--- src/rtl/avl_arb_pkg.sv ---
// Shared types and width constants for the Avalon insn/data port arbiter.
package avl_arb_pkg;
    typedef enum logic [1:0] {IDLE, BUSY_I, BUSY_D} arb_state_t;
    typedef enum logic {G_INSN, G_DATA} grant_t;

    localparam int LANE_W   = 2;
    localparam int MEM_BE_W = 16;
    localparam int DATA_W   = 32;
    localparam int MEM_W    = 128;
endpackage

--- src/rtl/arb_rr2.sv ---
// Two-way pick between insn and data with a last-grant register.
module arb_rr2
    import avl_arb_pkg::*;
#(
    parameter int ARB_MODE = 0
) (
    input  logic clk,
    input  logic rst,
    input  logic req_insn_i,
    input  logic req_data_i,
    input  logic take_i,
    output logic gnt_data_o,
    output logic any_o
);
    grant_t last_q, gnt;

    always_comb begin
        gnt = G_INSN;
        if (req_insn_i && req_data_i) begin
            if (ARB_MODE == 1) gnt = G_DATA;
            else               gnt = (last_q == G_DATA) ? G_INSN : G_DATA;
        end else if (req_data_i) begin
            gnt = G_DATA;
        end
    end

    // Last grant starts at DATA so insn wins the first tie after reset.
    always_ff @(posedge clk or posedge rst) begin
        if (rst)                    last_q <= G_DATA;
        else if (take_i && any_o)   last_q <= gnt;
    end

    assign gnt_data_o = (gnt == G_DATA);
    assign any_o      = req_insn_i || req_data_i;
endmodule

--- src/rtl/avl_port_arbiter.sv ---
// Shares one 128-bit Avalon agent between a 128-bit insn host and a 32-bit data host,
// with lane steering and a stall watchdog.
module avl_port_arbiter
    import avl_arb_pkg::*;
#(
    parameter int          ARB_MODE  = 0,
    parameter int          TIMEOUT   = 1023,
    parameter logic [31:0] ERR_RDATA = 32'hDEADBEEF
) (
    input  logic         clk,
    input  logic         rst,
    input  logic [31:0]  avl_insn_address,
    input  logic         avl_insn_read,
    output logic [127:0] avl_insn_readdata,
    output logic         avl_insn_waitrequest,
    input  logic [31:0]  avl_data_address,
    input  logic         avl_data_read,
    input  logic         avl_data_write,
    input  logic [31:0]  avl_data_writedata,
    input  logic [3:0]   avl_data_byteenable,
    output logic [31:0]  avl_data_readdata,
    output logic         avl_data_waitrequest,
    output logic [31:0]  avl_mem_address,
    output logic         avl_mem_read,
    output logic         avl_mem_write,
    output logic [127:0] avl_mem_writedata,
    output logic [15:0]  avl_mem_byteenable,
    input  logic [127:0] avl_mem_readdata,
    input  logic         avl_mem_waitrequest,
    output logic         timeout_err
);
    localparam int WD_W = (TIMEOUT > 0) ? $clog2(TIMEOUT + 1) : 1;

    arb_state_t             state_q, state_d;
    logic [31:0]            addr_q, addr_d;
    logic                   rd_q, rd_d, wr_q, wr_d;
    logic [MEM_W-1:0]       wdata_q, wdata_d;
    logic [MEM_BE_W-1:0]    be_q, be_d;
    logic [LANE_W-1:0]      lane_q, lane_d;
    logic [WD_W-1:0]        wdog_q, wdog_d;
    logic                   err_q, err_d;
    logic                   gnt_data, any_req, busy, mem_done, wd_abort, fin;
    logic                   unused_addr_bits;

    arb_rr2 #(.ARB_MODE(ARB_MODE)) u_arb (
        .clk        (clk),
        .rst        (rst),
        .req_insn_i (avl_insn_read),
        .req_data_i (avl_data_read || avl_data_write),
        .take_i     (state_q == IDLE),
        .gnt_data_o (gnt_data),
        .any_o      (any_req)
    );

    assign busy     = (state_q != IDLE);
    assign mem_done = busy && !avl_mem_waitrequest;
    // A genuine completion in the limit cycle beats the abort.
    assign wd_abort = (TIMEOUT > 0) && busy && avl_mem_waitrequest &&
                      (wdog_q == WD_W'(TIMEOUT));
    assign fin      = mem_done || wd_abort;

    always_comb begin
        state_d = state_q;
        addr_d  = addr_q;
        rd_d    = rd_q;
        wr_d    = wr_q;
        wdata_d = wdata_q;
        be_d    = be_q;
        lane_d  = lane_q;
        wdog_d  = wdog_q;
        err_d   = err_q;
        case (state_q)
            IDLE: begin
                if (any_req) begin
                    wdog_d = '0;
                    if (gnt_data) begin
                        addr_d  = {avl_data_address[31:4], 4'b0};
                        lane_d  = avl_data_address[3:2];
                        rd_d    = !avl_data_write;
                        wr_d    = avl_data_write;
                        wdata_d = {4{avl_data_writedata}};
                        be_d    = {12'b0, (avl_data_write ? avl_data_byteenable : 4'hF)}
                                  << {avl_data_address[3:2], 2'b00};
                        state_d = BUSY_D;
                    end else begin
                        addr_d  = {avl_insn_address[31:4], 4'b0};
                        rd_d    = 1'b1;
                        wr_d    = 1'b0;
                        wdata_d = '0;
                        be_d    = 16'hFFFF;
                        state_d = BUSY_I;
                    end
                end
            end
            BUSY_I, BUSY_D: begin
                if (fin) begin
                    rd_d    = 1'b0;
                    wr_d    = 1'b0;
                    state_d = IDLE;
                    if (wd_abort) err_d = 1'b1;
                end else if (TIMEOUT > 0 && avl_mem_waitrequest &&
                             wdog_q != WD_W'(TIMEOUT)) begin
                    wdog_d = wdog_q + 1'b1;
                end
            end
            default: state_d = IDLE;
        endcase
    end

    always_ff @(posedge clk or posedge rst) begin
        if (rst) begin
            state_q <= IDLE;
            addr_q  <= '0;
            rd_q    <= 1'b0;
            wr_q    <= 1'b0;
            wdata_q <= '0;
            be_q    <= '0;
            lane_q  <= '0;
            wdog_q  <= '0;
            err_q   <= 1'b0;
        end else begin
            state_q <= state_d;
            addr_q  <= addr_d;
            rd_q    <= rd_d;
            wr_q    <= wr_d;
            wdata_q <= wdata_d;
            be_q    <= be_d;
            lane_q  <= lane_d;
            wdog_q  <= wdog_d;
            err_q   <= err_d;
        end
    end

    assign avl_mem_address    = addr_q;
    assign avl_mem_read       = rd_q;
    assign avl_mem_write      = wr_q;
    assign avl_mem_writedata  = wdata_q;
    assign avl_mem_byteenable = be_q;
    assign timeout_err        = err_q;

    assign avl_insn_waitrequest = !((state_q == BUSY_I) && fin);
    assign avl_data_waitrequest = !((state_q == BUSY_D) && fin);
    assign avl_insn_readdata    = wd_abort ? {4{ERR_RDATA}} : avl_mem_readdata;
    assign avl_data_readdata    = wd_abort ? ERR_RDATA : avl_mem_readdata[32*lane_q +: 32];

    assign unused_addr_bits = ^{avl_insn_address[3:0], avl_data_address[1:0]};
endmodule

--- config.mk ---
export PLATFORM = sky130hd
export DESIGN_NAME = avl_port_arbiter
export DESIGN_NICKNAME = d
export VERILOG_FILES = /design/src/rtl/avl_arb_pkg.sv /design/src/rtl/arb_rr2.sv /design/src/rtl/avl_port_arbiter.sv
export SDC_FILE = /design/constraint.sdc
export NUM_CORES = 1
export LEC_CHECK = 0
export CORE_AREA = 2 2 225 227
export DETAILED_ROUTE_END_ITERATION = 16
export DIE_AREA = 0 0 227 229
export PLACE_DENSITY_LB_ADDON = 0.12
export SETUP_SLACK_MARGIN = 0.15
export SLEW_MARGIN = 10
export SYNTH_ARGS = -nofsm -noshare
export SYNTH_HDL_FRONTEND = slang
export SYNTH_HIERARCHICAL = 1
export SYNTH_SLANG_ARGS = --single-unit
export TNS_END_PERCENT = 50
--- constraint.sdc ---
create_clock -name clk -period 2.8 [get_ports clk]
set_input_delay 0.56 -clock clk [delete_from_list [all_inputs] [get_ports clk]]
set_output_delay 0.56 -clock clk [all_outputs]
set_load 0.05 [all_outputs]
==> results.txt <==
For the final routed wirelength across all metal layers, the log shows 38.97 mm. Entering global routing, the biggest net connects 61 pins. The H-tree generated during clock tree synthesis spans 3 levels. The total routing resource utilization after global routing is 0.1431, and the area fraction of the dominant cell type after synthesis is 0.3420.

Across the run, the number of max-cap violations was 0. The tightest slew margin relative to the limit is 0.5624, and the static leakage power is 0.006075 uW. Of all cell types, the one taking the most synthesized area is dfrtp_1. The number of enable-type register cells in the synthesized netlist works out to 0. The logs give 82 for the number of core rows and 6 for the warning count from the yosys run.

The buffer and inverter count on the worst path was 3. The final number of max-transition violations was 0. The routed layout has 7154 vias. The final antenna-violating net count was 0. The logs give 7375 for the number of global-route vias before repair and 9 for the number of antenna violations at the first check in global routing. The wire length per cell is 20.49 um.

The startpoint type of the worst setup path is a flop. The run gives 94 as the number of sinks handled by clock tree synthesis. Along the worst path, the maximum fanout reaches 15.

The path category of the worst min-delay check was reg2reg. The mux contribution to synthesized area was 0.1502. The share of the clock period used by the worst path after layout came out at 0.9379.

After technology mapping, the gate count stands at 752. The maximum resistive drop on vdd was 1063 uV. The average footprint of a synthesized cell was 9.050 sq um; the first-pass iteration count of the detailed router was 5. Measured along the x axis, the die boundary spans 227 um.

The synthesized-area fraction occupied by and/or/nand/nor cells is 0.2842, and the number of DRC violations after detailed-routing iteration 0 is 242. The tools report the area inside the core boundary as 0.04966 sq mm. Setup violations remaining at the end of the flow were counted as 0. Counting along the longest clock path gives a buffer depth of 2. The critical-path cell with the highest stage delay is dfrtp_1. After detailed routing, the number of remaining DRC violations is 0. The setup path with the least slack is of type reg2out. Derived from the worst setup path, the maximum achievable clock frequency is 0.3808 GHz. The portion of the post-synthesis area used by sequential elements is 0.3458. Worst endpoint required time: 2.24 ns.

The tools report the I/O pin count as 575. On the worst path, the slowest cell contributes a delay of 0.42 ns. Global routing finished with a remaining overflow of 0. Synthesis inferred 94 register bits.

Final hold violation count: 0. Relative to the synthesized area, the layout overhead comes to 114.0%. In this run the cell area of the synthesized design comes to 0.006805 sq mm. The fraction of synthesis flops using an asynchronous set or reset pin was 1.000. At the worst endpoint, the arrival time is 2.07 ns.

The dominant combinational cell family by area after synthesis was simple AND/OR/NAND/NOR gates. The most frequent standard cell in the layout excluding fill and tap cells was clkdlybuf4s50_1. The final total power was 16690 uW.

The root buffer cell chosen for the clock tree is clkbuf_16. The initial standard-cell utilization of the core is 0.1370, and the maximum clock skew at final layout is 0.008208 ns. The clock-pin slew reported for the worst setup and hold paths after clock tree synthesis was 0.07 ns; the register-to-register setup slack was 0.67 ns. The cell with the most instances on the worst path was buf_12. The top cell types in the final layout, fill and taps aside, are clkdlybuf4s50_1 (402), buf_12 (133), nand2_1 (102).

The post-synthesis share of cell area spent on xor and xnor gates came out at 0. Setup repair after global routing could not meet its margin everywhere. Using the TritonRoute via totals, the vias-per-cell ratio works out to 3.761. The most used flip-flop cell after synthesis is dfrtp_1. The count of buffers added on input and output ports is 564.

Grouping stages by cell kind, the critical path spends the most delay in simple AND/OR/NAND/NOR gates. The final-layout setup total negative slack is 0 ns, and the number of cells traversed by the worst register-to-register path is 6. The run gives 0.4666 ns as the worst-case hold slack.

The net count of the finished layout is 1460. The wire length of the first global-routing pass was 53.16 mm. In this run the power density over the cells is 1146 mW/mm^2. The startpoint identified for the worst hold timing path is timeout_err$_DFFE_PP0P_.

The worst path needs 2.626 ns of the cycle, external delays included. The unique cell type count in the Yosys netlist is 41, and the cell depth of the worst min-delay path is 1. The endpoint identified for the worst register-to-register timing path is wdog_q[5]$_DFFE_PP0P_. The worst setup path is captured at a primary output. The run finished with clean final reports. Clock tree synthesis inserted a total of 9 buffers.

In the post-synthesis netlist, the biggest area contributors are dfrtp_1 (34%), buf_4 (11%), or2_1 (11%), mux4_2 (11%), nand2_1 (5.7%). The beginning of the worst register-to-register path was state_q[0]$_DFFE_PP0P_. The area fraction in compound gates after synthesis was 0.05405.

TritonCTS built the clock tree. For the pin with the worst max-slew slack, the measured transition is 0.6543 ns. The full die area was 0.05198 sq mm; the chip height was 229 um.

The layout cell share with drive strength beyond 1 came out at 0.2779. Traced cell by cell, the critical path runs through ha_4 -> nand4_1 -> nor2_1 -> and4_4 -> buf_12 -> clkbuf_16 -> or2_4 -> buf_12. For the clock latency of the later-clocked register in the worst-skew pair, the log shows 0.36 ns. Post-synthesis adder-cell area fraction: 0.007354. The wire-length estimate of the detail-placed layout is 32.26 mm. Routability-driven placement finished with a final weighted congestion of 0.7521.

The end point of the most critical hold path was timeout_err$_DFFE_PP0P_.
-- metal layers --
| layer | GRT usage | vias up | wire length, um |
|---|---|---|---|
| met4 | 0.02900 | 6 | 607 |
| met1 | 0.1431 | 3387 | 13470 |
| met2 | 0.2711 | 370 | 20580 |
| met5 | 0 | - | 38 |
| met3 | 0.06222 | 36 | 4273 |
| li1 | - | 3355 | - |
-- registers in the layout, summed over array words and instances, names as in the netlist --
name	cells
lane_q	2
avl_mem_byteenable	16
avl_mem_write	1
avl_mem_writedata	32
avl_mem_read	1
state_q	2
u_arb/last_q	1
wdog_q	10
timeout_err	1
avl_mem_address	28
-- final cells by class --
type | count | area [sq um]
Clock inverter | 7 | 95.09
Clock buffer | 9 | 225.2
Inverter | 9 | 37.54
Fill cell | 5246 | 35090
Antenna cell | 3 | 7.507
Timing Repair Buffer | 605 | 7398
Tap cell | 672 | 840.8
Multi-Input combinational cell | 503 | 3605
Sequential cell | 94 | 2355
-- power by group --
part / switching, uW / internal [uW]
Clock: 588 / 787
Combinational: 8130 / 4620
Sequential: 603 / 1960
-- how the worst max path moves through the flow --
stage / start / to / slack, ns / depth (start not counted)
after global placement: avl_mem_waitrequest / avl_data_readdata[11] / 0.10 / 5
after detailed placement: avl_data_write / avl_mem_byteenable[10]$_DFFE_PP0P_ / 0.1 / 7
final: wdog_q[1]$_DFFE_PP0P_ / avl_data_readdata[31] / 0.17 / 8
after floorplan: wdog_q[0]$_DFFE_PP0P_ / avl_insn_readdata[100] / 0.29 / 7
after CTS: lane_q[0]$_DFFE_PP0P_ / avl_data_readdata[10] / 0.11 / 4
after global routing: wdog_q[1]$_DFFE_PP0P_ / avl_data_readdata[31] / 0.06 / 8
-- cells by family (layout without fill, tap and decap cells) --
group                    Yosys count  in the layout
AND/OR/NAND/NOR                  368            368
buffers and inverters            158            630
flip-flops                        94             94
AO/OA/AOI/OAI                     65             65
multiplexers                      62             62
adder cells (fa/ha/maj)            4              4
other                              1              7
-- through the flow --
stage	utilization	cells	setup WS, ns	instance area [sq um]
final	0.2933	1902	0.1739	14560
after detailed placement	0.2763	1867	0.09611	13720
after floorplan	-	755	0.2860	6820
after global placement	0.2763	1867	0.1024	13720
after global routing	0.2932	1900	0.06437	14560
after CTS	0.2861	1890	0.1146	14210
-- synthesized netlist by cell type (2+ instances only) --
| master | number |
|---|---|
| or2_2 | 2 |
| nand2_1 | 103 |
| a21oi_1 | 14 |
| nor2b_1 | 40 |
| dfrtp_1 | 93 |
| ha_1 | 4 |
| nand4_1 | 6 |
| nor2_1 | 24 |
| or3_1 | 2 |
| or2_1 | 121 |
| o31ai_1 | 3 |
| inv_1 | 8 |
| buf_6 | 10 |
| nand3_1 | 38 |
| and3_1 | 3 |
| o32ai_1 | 2 |
| and4_1 | 4 |
| mux2i_1 | 29 |
| o21ai_0 | 37 |
| mux4_2 | 32 |
| and2_1 | 3 |
| buf_2 | 12 |
| buf_4 | 104 |
| nor3_1 | 17 |
| clkbuf_1 | 23 |
| or4_1 | 2 |
| a21o_1 | 2 |
-- timing repair --
item / 4_1_cts / 5_1_grt
buffers inserted: 5 / 2
hold buffers: 0 / 0
endpoints found under the setup margin: 160 / 155
pin swaps: 1 / 1
gates cloned: 2 / 7
gates resized for setup: 18 / 70
No activity file was read; power rests on OpenSTA's default activity.
